===== src/rtl/led_btn_ctrl.sv =====
// Front-panel controller: synchronises and debounces buttons/switches and
// drives per-channel LEDs whose mode (OFF/ON/BLINK/PWM) is stepped by button presses.
module led_btn_ctrl #(
    parameter int N_CH       = 4,
    parameter int DEB_CYCLES = 50000,
    parameter int DIV_BITS   = 24,
    parameter int PWM_DUTY   = 4
) (
    input  logic            clk,
    input  logic            rst,
    input  logic [N_CH-1:0] btn,
    input  logic [1:0]      sw,
    output logic [N_CH-1:0] led,
    output logic [N_CH-1:0] btn_db,
    output logic [N_CH-1:0] btn_rise,
    output logic [1:0]      sw_db
);

    localparam int NIN = N_CH + 2;
    localparam int CW  = (DEB_CYCLES > 2) ? $clog2(DEB_CYCLES) : 1;
    localparam logic [CW-1:0] DEB_MAX = CW'(DEB_CYCLES - 1);

    typedef enum logic [1:0] {
        MODE_OFF   = 2'd0,
        MODE_ON    = 2'd1,
        MODE_BLINK = 2'd2,
        MODE_PWM   = 2'd3
    } mode_t;

    logic [NIN-1:0]      sync1;
    logic [NIN-1:0]      sync2;
    logic [NIN-1:0]      db;
    logic [NIN-1:0]      db_next;
    logic [CW-1:0]       deb_cnt      [NIN];
    logic [CW-1:0]       deb_cnt_next [NIN];
    logic [DIV_BITS-1:0] cnt;
    mode_t               mode      [N_CH];
    mode_t               mode_next [N_CH];
    logic [N_CH-1:0]     pattern;
    logic                pwm_on;

    // Switches ride on the top two bits so one debouncer array serves all inputs.
    always_ff @(posedge clk) begin
        if (rst) begin
            sync1 <= '0;
            sync2 <= '0;
        end else begin
            sync1 <= {sw, btn};
            sync2 <= sync1;
        end
    end

    always_comb begin
        db_next = db;
        for (int i = 0; i < NIN; i++) begin
            deb_cnt_next[i] = '0;
            if (sync2[i] != db[i]) begin
                if (deb_cnt[i] == DEB_MAX) begin
                    db_next[i] = sync2[i];
                end else begin
                    deb_cnt_next[i] = deb_cnt[i] + CW'(1);
                end
            end
        end
    end

    always_ff @(posedge clk) begin
        if (rst) begin
            db       <= '0;
            btn_rise <= '0;
            for (int i = 0; i < NIN; i++) begin
                deb_cnt[i] <= '0;
            end
        end else begin
            db       <= db_next;
            btn_rise <= db_next[N_CH-1:0] & ~db[N_CH-1:0];
            for (int i = 0; i < NIN; i++) begin
                deb_cnt[i] <= deb_cnt_next[i];
            end
        end
    end

    assign btn_db = db[N_CH-1:0];
    assign sw_db  = db[NIN-1:N_CH];

    always_ff @(posedge clk) begin
        if (rst) begin
            cnt <= '0;
        end else begin
            cnt <= cnt + DIV_BITS'(1);
        end
    end

    always_ff @(posedge clk) begin
        if (rst) begin
            for (int i = 0; i < N_CH; i++) begin
                mode[i] <= MODE_OFF;
            end
        end else begin
            for (int i = 0; i < N_CH; i++) begin
                mode[i] <= mode_next[i];
            end
        end
    end

    // The lock level seen in the same cycle as the rise decides whether it counts.
    always_comb begin
        pattern = '0;
        pwm_on  = ({1'b0, cnt[3:0]} < 5'(PWM_DUTY));
        for (int i = 0; i < N_CH; i++) begin
            mode_next[i] = mode[i];
            if (btn_rise[i] && !sw_db[1]) begin
                mode_next[i] = mode_t'(mode[i] + 2'd1);
            end
            case (mode[i])
                MODE_OFF:   pattern[i] = 1'b0;
                MODE_ON:    pattern[i] = 1'b1;
                MODE_BLINK: pattern[i] = cnt[DIV_BITS-1];
                MODE_PWM:   pattern[i] = pwm_on;
                default:    pattern[i] = 1'b0;
            endcase
        end
    end

    always_ff @(posedge clk) begin
        if (rst) begin
            led <= '0;
        end else begin
            led <= pattern ^ {N_CH{sw_db[0]}};
        end
    end

endmodule


===== config.mk =====
export PLATFORM = sky130hd
export DESIGN_NAME = led_btn_ctrl
export DESIGN_NICKNAME = d
export VERILOG_FILES = /design/src/rtl/led_btn_ctrl.sv
export SDC_FILE = /design/constraint.sdc
export NUM_CORES = 1
export LEC_CHECK = 0
export ABC_AREA = 1
export BUFFER_PORTS_ARGS = -buffer_cell sky130_fd_sc_hd__buf_4
export CORE_AREA = 2 2 119 121
export DETAILED_ROUTE_END_ITERATION = 10
export DIE_AREA = 0 0 121 123
export GPL_ROUTABILITY_DRIVEN = 0
export GPL_TIMING_DRIVEN = 0
export MAX_ROUTING_LAYER = met4
export PLACE_DENSITY = 0.81
export SLEW_MARGIN = 0
export SYNTH_ARGS = -nofsm -noshare
export SYNTH_HDL_FRONTEND = slang
export SYNTH_SLANG_ARGS = --single-unit
export TNS_END_PERCENT = 10

===== constraint.sdc =====
create_clock -name clk -period 3.2 [get_ports clk]
set_input_delay 0.32 -clock clk [delete_from_list [all_inputs] [get_ports clk]]
set_output_delay 0.32 -clock clk [all_outputs]
set_load 0.005 [all_outputs]

# Word level (Yosys, flattened, before mapping)
# Memories as Yosys holds them, arrays and structs flattened.
# Cells that the tools add are included.
[totals]
mem_count = 2
reg_bits = 50
input_bits = 8
ram_bits = 104
output_inout_bits = 14
mem_bits_ro = 0
latchBits = 0
elab_cells = 111
[op_classes]
multipliers = 0
div = 0
addsub = 11
reduce_logical = 11
eq_ne = 24
n_mux = 41
bitwise = 13
magnitude_cmp = 1
shift = 0
[memory_table]
columns = ["name", "words", "width", "rd", "rd_clocked_by_memory_dff", "wr", "line_no", "rtl"]
rows = [
  ["deb_cnt", 6, 16, 6, 0, 6, "34", "logic [CW-1:0] deb_cnt [NIN];"],
  ["mode", 4, 2, 4, 0, 4, "37", "mode_t mode [N_CH];"],
]
[op_table]
columns = ["op", "n"]
rows = [
  ["$mux 16", 18],
  ["$add 16x1->16 const B", 6],
  ["$eq 16x16->1 const B", 6],
  ["$add 24x1->24 const B", 1],
  ["$eq 2x2->1 const B", 8],
  ["$mux 2", 8],
  ["$pmux 1 s4", 4],
  ["$mux 1", 11],
  ["$or 1x1->1", 10],
  ["$add 2x1->2 const B", 4],
  ["$eq 2x1->1 const B", 4],
  ["$logic_not 2->1", 4],
  ["$ne 1x1->1", 6],
  ["$and 4x4->4", 1],
  ["$logic_and 1x1->1", 4],
  ["$lt 4x3->1 const B", 1],
  ["$not 4->4", 1],
  ["$reduce_and 2->1", 2],
  ["$xor 4x4->4", 1],
  ["$logic_not 1->1", 1],
]

# Logic depth before layout (Yosys ltp)
[depth]
ltp_word = 4
mapped_depth = 9
ltp_nobuf = 8

# Worst setup path before layout
# Ideal clock, no wire load.
[synth_timing]
path_kind = "register to register"
from = "memory deb_cnt[4][0] in the netlist's numbering"
to = "memory deb_cnt[4][10] in the netlist's numbering"
n_path_buf = 1
arrival_time_ns = 1.238
setup_ns = 0.115
period_less_slack_ns = 1.353
t_required_ns = 3.085
setup_slack_ns = 1.847
path_stages_with_launch = 10
path_cell_list = "dfxtp_1 > ha_1 > nand2_1 > nor2_4 > inv_2 > nor2_4 > nand2_2 > nand2_4 > buf_12 > nor2_2"
[synth_rtl]
columns = ["element", "line_no"]
rows = [
  ["from (decl)", "34"],
]

==> reports/results.txt <==
Syn-to-layout area delta: 14.3%
Clk pin slew, worst setup/hold paths: 60 ps
Synth Register Bits: 154
FF-to-FF path depth: 9
Via count: 6,395
Worst-margin pin slew: 616 ps
Die area: 0.0149 mm2
Buffer and inverter count on the worst path: 2
Syn avg cell area: 7.07 um2
Initial cell density of the core: 54.0%
Final hold vios: 0
CTS tree: done
Ports: 22
End of the critical path: deb_cnt[4][9]
Multi-input gate area: 0.00371 mm2
Final min period: 1530 ps
Post-DRT Antenna Nets: 0
Die Y: 123 um
Levels on crit path: 9
Row count: 43
Max cap viols: 0
Relative slew slack: 58.9%
DR WL/cell: 11.3 um
Tot Pwr: 0.00429 W
Compound-Gate Fraction of Synth Area: 8.12%
Port Buf Inserts: 20
Initial antenna violation count: 0
Seq/Total Area, Yosys: 41.9%
Worst VDD drop: 0.000456 V
Ys Warns: 0
Overall Global Routing Usage: 21.4%
Synth Area in Adders: 2.55%
Nets: 1,101
Post-CTS setup-driven buffer insertion count: 0
Setup_tns: 0 ps
Most common cell on crit path: nor2_4
Largest family of logic cells by synthesized area: simple AND/OR/NAND/NOR gates
Met2 Wirelength: 6.72 mm
Later-pin clock latency in the skew report: 420 ps
R2r setup slk: 1670 ps
Layout Cells excl Fill: 1,271
CP top delay family: simple AND/OR/NAND/NOR gates
Residual DRC: 0
Dpl cells: 1,239
Clk buf depth: 2
Slowest stage cell on the critical path: dfxtp_1
Vias in the first global route: 5,902
Mapped Area: 0.00735 mm2
Startpoint Class: flop
Synth Area in XOR/XNOR: 4.65%
Synth unique cells: 36
R2r endpoint: deb_cnt[4][9]
Post-CTS sizing: 0
ANT cells: 0
CTS Buf Count: 17
PD cells: 510 mW/mm2
Crit-path max FO: 10
Fmax: 653 MHz
CP peak stage delay: 370 ps
Post-DP HPWL: 10.3 mm
Worst Hold Class: in2reg
Top sig layer: met4
Hold path start: btn[0]
CP Capture Type: flop
Syn nets: 1,062
Initial DRC Count: 440
Worst path cell trace: ha_1 -> nand2_1 -> nor2_4 -> inv_2 -> nor2_4 -> nand2_2 -> nand2_4 -> buf_12 -> nor2_2
Share of layout cells above drive strength 1: 10.3%
Via/cell ratio: 5.03
Final setup vio count: 0
CP Data Required Time: 3520 ps
Arr. time, crit path: 1850 ps
Clock root buffer master: clkbuf_16
Die Wd: 121 um
Reg-to-Reg Start: deb_cnt[4][0]
Simple-Gate Fraction of Synth Area: 35.1%
Global-route wire length before repair: 25.3 mm
Run status: finished, final reports clean
Period utilisation layout: 47.9%
Fillers: 1,250
H-tree depth: 4
Max Slew Vio Count: 0
Crit Path Category: reg2reg
Detailed Route WL: 14.4 mm
Commonest non-fill, non-tap cell in the layout: nand2_1
Met1 wire length: 6.83 mm
FF+latch area: 0.00308 mm2
Clk sink count: 154
First-pass detailed-route iteration total: 5
Proportion of synthesized area in mux cells: 0%
RSZ-0062 raised after global routing: no
Most frequent cells in the layout: nand2_1 (234), nor2_1 (225), dfxtp_1 (154)
Cells after synthesis: 1,039
Total grt overflow: 0
Leakage: 2.90 nW
Largest net degree at the start of global routing: 17
Hold Buf Count CTS: 0
Setup crit start: deb_cnt[4][0]
Clock skew: 6.70 ps
DR WL met3: 587 um
Core Area: 0.0136 mm2
report_power, final:
part / internal (W) / leakage, nW / switching [W]
clock network: 0.00150 / 0.328 / 0.000766
logic: 0.0000284 / 1.33 / 0.0000487
registers: 0.00193 / 1.24 / 0.00000772
total: 0.00346 / 2.90 / 0.000822
through the flow:
step / worst slack, ps / cell area, um2 / utilization, % / hold WS (ps)
floorplan: 1850 / 7350 / - / 388
global placement: 1710 / 7730 / 56.8 / 392
detailed placement: 1690 / 7730 / 56.8 / 393
CTS: 1670 / 8400 / 61.7 / 85.6
global route: 1500 / 8400 / 61.7 / 111
finish: 1670 / 8400 / 61.7 / 97.2
worst min path at each step:
| stage | cells past startpoint | end | slack [ps] |
|---|---|---|---|
| floorplan | 2 | sync2[0] | 390 |
| global placement | 2 | sync2[2] | 390 |
| detailed placement | 2 | sync2[1] | 390 |
| CTS | 3 | sync1[3] | 90 |
| global route | 3 | sync1[4] | 110 |
| finish | 3 | sync1[0] | 100 |
cells in the mapped netlist, drive strengths merged:
library cell	count	area share [%]
a21oi	63	4.7
a311oi	4	0.48
a31oi	1	0.085
and2	2	0.17
and3b	1	0.12
buf	11	1.6
clkbuf	3	0.15
clkinv	1	0.12
dfxtp	154	42
ha	15	2.6
inv	113	5.8
nand2	242	13
nand3	65	4.6
nand4	32	2.7
nor2	246	14
nor3	6	0.41
o21a	2	0.20
o21ai	27	2.1
o21bai	5	0.51
or2	7	0.60
xnor2	14	1.7
xor2	25	3.0
worst min-delay path, delay by kind of cell:
family / cells / cell delay, ps
buf+inv: 2 / 100
simple gates: 1 / 60
final cells by class:
cell class              instances  share of cell area (%)
plain buffers                  14                    1.53
multi-input cells             757                    44.1
repair buffers                 20                    1.79
flip-flops and latches        154                    36.7
clock buffers                  21                    5.48
well taps                     180                    2.68
inverters                     114                    5.15
clock inverters                11                    2.56
cells by family after synthesis:
group                      count (synthesis)
AOI/OAI and AO/OA                        102
buffers and inverters                    128
and+or+nand+nor                          601
adders and majority gates                 15
xor gates and xnor gates                  39
DFF                                      154
per-layer routing:
metal | vias up | track usage [%]
met5 | - | -
met4 | 0 | 7.34
met3 | 18 | 5.30
met2 | 102 | 35.2
met1 | 2894 | 25.9
li1 | 3381 | -
flip-flops by register name (all words and copies together) (netlist names):
register	cells
deb_cnt	96
cnt	24
mode	8
db	6
sync1	6
sync2	6
btn_rise	4
led	4
Note: power is estimated with default switching activity, not from simulation.
